$ cat src/rtl/pw_weight_pkg.sv
// Shared definitions for the pointwise weight loader and the weight bank it feeds.
// Address width derives from the same helpers on both sides so the two always agree.
package pw_weight_pkg;

    typedef enum logic [1:0] {
        IDLE = 2'd0,
        LOAD = 2'd1,
        DONE = 2'd2
    } pw_state_e;

    function automatic int idx_w(input int n);
        return (n > 1) ? $clog2(n) : 1;
    endfunction

    function automatic int total_weights(input int cin, input int cout);
        return cin * cout;
    endfunction

    function automatic int waddr_w(input int total);
        return idx_w(total);
    endfunction

    function automatic int num_beats(input int total, input int lanes);
        return (total + lanes - 1) / lanes;
    endfunction

endpackage

$ cat src/rtl/weight_beat_serializer.sv
// Holds one packed beat and presents its lanes one per cycle, lane 0 first.
// final_i frees the buffer early when the presented lane is the last weight of the load.
module weight_beat_serializer
    import pw_weight_pkg::*;
#(
    parameter int DATA_W = 8,
    parameter int LANES  = 4,
    localparam int LANE_W = idx_w(LANES)
) (
    input  logic                      clk_i,
    input  logic                      reset_i,
    input  logic                      flush_i,
    input  logic                      load_i,
    input  logic [LANES*DATA_W-1:0]   data_i,
    input  logic                      final_i,
    output logic                      buf_valid_o,
    output logic [DATA_W-1:0]         lane_data_o,
    output logic                      ready_o
);

    localparam logic [LANE_W-1:0] LAST_LANE = LANE_W'(LANES - 1);

    logic [LANES*DATA_W-1:0] buf_q, buf_d;
    logic [LANE_W-1:0]       lane_idx_q, lane_idx_d;
    logic                    buf_valid_q, buf_valid_d;
    logic                    last_lane;

    assign last_lane   = (lane_idx_q == LAST_LANE);
    assign ready_o     = !buf_valid_q || last_lane;
    assign buf_valid_o = buf_valid_q;
    assign lane_data_o = buf_q[int'(lane_idx_q) * DATA_W +: DATA_W];

    always_comb begin
        buf_d       = buf_q;
        lane_idx_d  = lane_idx_q;
        buf_valid_d = buf_valid_q;
        if (flush_i) begin
            buf_valid_d = 1'b0;
            lane_idx_d  = '0;
        end else begin
            if (buf_valid_q) begin
                if (last_lane || final_i) begin
                    buf_valid_d = 1'b0;
                    lane_idx_d  = '0;
                end else begin
                    lane_idx_d = lane_idx_q + 1'b1;
                end
            end
            // A new beat lands in the same cycle the old one drains its last lane.
            if (load_i) begin
                buf_d       = data_i;
                buf_valid_d = 1'b1;
                lane_idx_d  = '0;
            end
        end
    end

    always_ff @(posedge clk_i) begin
        if (!reset_i) begin
            buf_q       <= '0;
            lane_idx_q  <= '0;
            buf_valid_q <= 1'b0;
        end else begin
            buf_q       <= buf_d;
            lane_idx_q  <= lane_idx_d;
            buf_valid_q <= buf_valid_d;
        end
    end

endmodule

$ cat src/rtl/pointwise_weight_loader.sv
// Streams packed weight beats into the pointwise weight bank, one weight per cycle at
// sequential addresses. reset_i is active-low and synchronous.
//
// state | meaning
// IDLE  | waiting for start, no stream traffic accepted
// LOAD  | accepting beats and writing weights to the bank
// DONE  | one-cycle completion pulse after the final write
module pointwise_weight_loader
    import pw_weight_pkg::*;
#(
    parameter int DATA_W = 8,
    parameter int CIN    = 32,
    parameter int COUT   = 64,
    parameter int LANES  = 4,
    localparam int TOTAL   = total_weights(CIN, COUT),
    localparam int WADDR_W = waddr_w(TOTAL)
) (
    input  logic                      clk_i,
    input  logic                      reset_i,
    input  logic                      start_i,
    input  logic                      abort_i,
    input  logic                      s_valid_i,
    output logic                      s_ready_o,
    input  logic [LANES*DATA_W-1:0]   s_data_i,
    output logic                      wr_en_o,
    output logic [WADDR_W-1:0]        wr_addr_o,
    output logic [DATA_W-1:0]         wr_data_o,
    output logic                      busy_o,
    output logic                      done_o
);

    localparam int NBEATS = num_beats(TOTAL, LANES);
    localparam int BCNT_W = $clog2(NBEATS + 1);
    localparam logic [WADDR_W-1:0] LAST_ADDR = WADDR_W'(TOTAL - 1);
    localparam logic [BCNT_W-1:0]  NBEATS_V  = BCNT_W'(NBEATS);

    pw_state_e state_q, state_d;

    logic [WADDR_W-1:0] wr_cnt_q, wr_cnt_d;
    logic [BCNT_W-1:0]  beat_cnt_q, beat_cnt_d;
    logic               wr_en_q, wr_en_d;
    logic [WADDR_W-1:0] wr_addr_q, wr_addr_d;
    logic [DATA_W-1:0]  wr_data_q, wr_data_d;

    logic              buf_valid;
    logic [DATA_W-1:0] lane_data;
    logic              ser_ready;
    logic              start_load;
    logic              flush;
    logic              xfer;
    logic              emit;
    logic              final_lane;

    always_ff @(posedge clk_i) begin
        if (!reset_i) begin
            state_q <= IDLE;
        end else begin
            state_q <= state_d;
        end
    end

    always_comb begin
        state_d = state_q;
        unique case (state_q)
            IDLE: if (start_i) state_d = LOAD;
            LOAD: begin
                if (abort_i) begin
                    state_d = IDLE;
                end else if (wr_en_q && (wr_addr_q == LAST_ADDR)) begin
                    state_d = DONE;
                end
            end
            DONE:    state_d = IDLE;
            default: state_d = IDLE;
        endcase
    end

    always_comb begin
        busy_o    = (state_q != IDLE);
        done_o    = (state_q == DONE);
        s_ready_o = (state_q == LOAD) && (beat_cnt_q != NBEATS_V) && ser_ready;
    end

    assign start_load = (state_q == IDLE) && start_i;
    assign flush      = start_load || ((state_q == LOAD) && abort_i);
    // Abort drops a beat offered in the same cycle even though ready was shown.
    assign xfer       = s_valid_i && s_ready_o && !abort_i;
    assign emit       = buf_valid && (state_q == LOAD) && !abort_i;
    assign final_lane = (wr_cnt_q == LAST_ADDR);

    weight_beat_serializer #(
        .DATA_W (DATA_W),
        .LANES  (LANES)
    ) u_ser (
        .clk_i       (clk_i),
        .reset_i     (reset_i),
        .flush_i     (flush),
        .load_i      (xfer),
        .data_i      (s_data_i),
        .final_i     (final_lane),
        .buf_valid_o (buf_valid),
        .lane_data_o (lane_data),
        .ready_o     (ser_ready)
    );

    always_comb begin
        wr_cnt_d   = wr_cnt_q;
        beat_cnt_d = beat_cnt_q;
        wr_en_d    = 1'b0;
        wr_addr_d  = wr_addr_q;
        wr_data_d  = wr_data_q;
        if (start_load) begin
            wr_cnt_d   = '0;
            beat_cnt_d = '0;
        end else if (emit) begin
            wr_en_d   = 1'b1;
            wr_addr_d = wr_cnt_q;
            wr_data_d = lane_data;
            if (!final_lane) begin
                wr_cnt_d = wr_cnt_q + 1'b1;
            end
        end
        if (xfer) begin
            beat_cnt_d = beat_cnt_q + 1'b1;
        end
    end

    always_ff @(posedge clk_i) begin
        if (!reset_i) begin
            wr_cnt_q   <= '0;
            beat_cnt_q <= '0;
            wr_en_q    <= 1'b0;
            wr_addr_q  <= '0;
            wr_data_q  <= '0;
        end else begin
            wr_cnt_q   <= wr_cnt_d;
            beat_cnt_q <= beat_cnt_d;
            wr_en_q    <= wr_en_d;
            wr_addr_q  <= wr_addr_d;
            wr_data_q  <= wr_data_d;
        end
    end

    assign wr_en_o   = wr_en_q;
    assign wr_addr_o = wr_addr_q;
    assign wr_data_o = wr_data_q;

endmodule

$ cat config.mk
export PLATFORM = sky130hd
export DESIGN_NAME = pointwise_weight_loader
export DESIGN_NICKNAME = d
export VERILOG_FILES = /design/src/rtl/pw_weight_pkg.sv /design/src/rtl/weight_beat_serializer.sv /design/src/rtl/pointwise_weight_loader.sv
export SDC_FILE = /design/constraint.sdc
export NUM_CORES = 1
export LEC_CHECK = 0
export CELL_PAD_IN_SITES_DETAIL_PLACEMENT = 2
export CELL_PAD_IN_SITES_GLOBAL_PLACEMENT = 2
export CORE_ASPECT_RATIO = 1.75
export CORE_MARGIN = 4
export CORE_UTILIZATION = 32
export DETAILED_ROUTE_END_ITERATION = 10
export PLACE_DENSITY = 0.87
export RECOVER_POWER = 50
export SYNTH_ARGS = -nofsm -noshare
export SYNTH_HDL_FRONTEND = slang
export SYNTH_SLANG_ARGS = --single-unit
export TNS_END_PERCENT = 10
$ cat constraint.sdc
create_clock -name clk_i -period 2.4 [get_ports clk_i]
set_input_delay 0.48 -clock clk_i [delete_from_list [all_inputs] [get_ports clk_i]]
set_output_delay 0.48 -clock clk_i [all_outputs]
set_load 0.02 [all_outputs]
==> reports/qor.yml, run 1 <==
core_area_um2: 11100
worst-path-buf-inv: 2
grt_first_pass_wirelength_um: 19750
area_growth_pct: 29.82
dr.pass1.iters: 4
final_common_cell: "dfxtp_1"
vias_per_cell: 5.595
drive_gt1_frac: 0.1062
track_usage: 0.1963
grt_max_degree: 59
root_buffer: "clkbuf_16"
clkSinkCount: 78
cp-end-kind: "flop"
synth_cells: 405
period_needed_ps: 2208
place.gp.congestion: 0.8360
dieHeight_um: 148.8
yosysUniqueCellTypes: 43
syn_nets: 446
synth_top_flop_cell: "dfxtp_1"
ys_warn_count: 0
max_stage_delay_ps: 550
power.total_uw: 2834
finalHoldViolCount: 0
start_kind: "input pin"
cts_tree: "built"
seq_area_frac_synth: 0.4308
clk_pin_slew_ps: 60
hold_buffers: 0
syn_area_um2: 3625
insertion_delay_ps: 340
io_buffers: 59
h-tree-depth: 3
nNetsFinal: 507
grt_pass1_vias: 3712
async_reset_ff_frac: 0
ioPinCount: 60
critical_path_required_ps: 2630
rsz0062_at_grt: "no"
die_x_um: 88.46
ir_drop_v: 0.0004403
drc_errors: 0
dieArea_um2: 13160
place_hpwl_um: 8499
slew-limit-headroom: 0.3983
cp.arrival_ps: 2440
status: "complete, no violations"
nFillCells: 1219
crit_fanout: 11
drt-total-wl_um: 12080
fmax_ghz: 0.4528
synth_seq_cells: 78
critPathSlowestCell: "dlygate4sd3_1"
wl_per_cell_um: 20.03
cts-buffers-inserted: 9
clock_path_buffers: 2
power_leakage_uw: 0.001587
hp-start: "wr_data_o[3]"
overflow: 0
setup_viol: 0
synth.avg_cell_area_um2: 8.950
path_delay_family: "buffers and inverters"
antenna_found_initial: 0
finalMaxSlewViolations: 0
final.setup_skew_ps: 4.042
num_rows: 51
synth_edf_count: 0
ant_nets: 0
hp-class: "flop to flop"
vias: 3374
antenna_cells: 0
path_cells: "dlygate4sd3_1 -> nor3b_1 -> nand2b_1 -> clkbuf_1 -> a21oi_1 -> and3_1"
drtIter0Drc: 129
post-route-period-util: 0.9201
layout_common_cells: "78 x dfxtp_1, 48 x nand2_1, 47 x a21boi_0"
p_per_area_nw_per_um2: 602.3
worst_pin_slew_ps: 902.6
floorplan.initialDensity: 0.3265
crit_path_start: "start_i"
crit_type: "input pin to flop"
setup_tns_ps: 0
regToRegStartpoint: "beat_cnt_q[1]"
maxCapViolCount: 0
-- area by class of cell --
| cell class | instances | area (um^2) | share of cell area |
|---|---|---|---|
| clock inverter | 4 | 30.03 | 0.006381 |
| timing repair buffer | 79 | 749.5 | 0.1593 |
| clock buffer | 12 | 256.5 | 0.05451 |
| sequential | 78 | 1562 | 0.3318 |
| inverter | 7 | 26.28 | 0.005584 |
| multi-input combinational | 291 | 1917 | 0.4073 |
| tap | 132 | 165.2 | 0.03510 |
-- timing repair --
action,4_1_cts,5_1_grt
buffers inserted,1,0
pin swaps,0,0
resized for setup,1,3
endpoints found under the setup margin,1,6
-- synthesized netlist by cell type (3+ instances only) --
cell | n | area (um^2)
nand4_1 | 5 | 31.28
or3_1 | 6 | 37.54
nand3_1 | 43 | 215.2
o21ai_0 | 38 | 190.2
ha_1 | 4 | 50.05
mux4_2 | 8 | 180.2
nor3_1 | 8 | 40.04
nor2_1 | 5 | 18.77
a21boi_0 | 47 | 352.8
o21a_1 | 3 | 22.52
a21oi_1 | 8 | 40.04
o31ai_1 | 7 | 52.55
a221o_1 | 8 | 80.08
nor2b_1 | 6 | 37.54
clkbuf_1 | 15 | 56.30
a21boi_1 | 5 | 37.54
nand2_1 | 48 | 180.2
buf_2 | 11 | 55.05
inv_1 | 7 | 26.28
and2_1 | 6 | 37.54
or2_2 | 3 | 18.77
dfxtp_1 | 78 | 1562
or4_1 | 4 | 30.03
and3_1 | 4 | 25.02
nor4_1 | 6 | 37.54
-- through the flow --
step	area, um^2	hold slack (ps)	setup WS [ps]	std cells	util
after global placement	4419	457.5	163.6	586	0.3980
after detailed placement	4419	470.9	15.96	586	0.3980
final	4706	473.2	191.7	603	0.4238
after CTS	4712	483.4	36.74	603	0.4244
after floorplan	3625	449.2	359.9	405	-
after global routing	4706	503.1	88.89	603	0.4238
-- final timing paths --
check / end / slack [ps] / cells after the start
max: u_ser.lane_idx_q[1] / 190 / 6
min: wr_data_o[3] / 470 / 2
max reg2reg: u_ser.buf_q[10] / 310 / 8
min reg2reg: wr_data_o[3] / 470 / 2
-- state kept, by name (all words and copies together) (netlist names) --
register,flops
wr_addr_o,11
wr_en_o,1
wr_data_o,8
u_ser.buf_q,32
u_ser.buf_valid_o,1
wr_cnt_q,11
state_q,2
u_ser.lane_idx_q,2
beat_cnt_q,10
-- layer usage --
| layer | GRT usage | routed length [um] | vias to the layer above |
|---|---|---|---|
| met2 | 0.3587 | 6792 | 61 |
| met1 | 0.2151 | 4609 | 1694 |
| met5 | 0 | 0 | - |
| met4 | 0.09531 | 418 | 0 |
| li1 | - | - | 1597 |
| met3 | 0.02653 | 256 | 22 |
-- worst reg2reg max path: cells and delay by family (launching register included) --
family / cells / cell delay (ps)
compound gates: 3 / 730
buf+inv: 3 / 630
flops: 1 / 320
fa+ha+maj: 1 / 190
simple gates: 1 / 140
-- power by group --
| group | switching (uW) | internal [uW] |
|---|---|---|
| sequential | 10.2 | 1310 |
| combinational | 86.6 | 98.6 |
| clock | 568 | 762 |
| total | 665 | 2170 |
-- cell families after synthesis --
family                     count (synthesis)  share of synthesized area
and+or+nand+nor                          153                     0.2195
xor gates and xnor gates                   1                   0.002417
muxes                                      9                    0.05247
adders and majority gates                  4                    0.01381
DFF                                       78                     0.4308
AOI/OAI and AO/OA                        124                     0.2382
buffers and inverters                     36                    0.04280
Note: power is estimated with default switching activity, not from simulation.
==> run 2, diff against run 1 <==
Settings changed: GPL_TIMING_DRIVEN from default to 1.
==> results of run 2 <==
Final layout, timing and power as in run 1 (identical DEF).
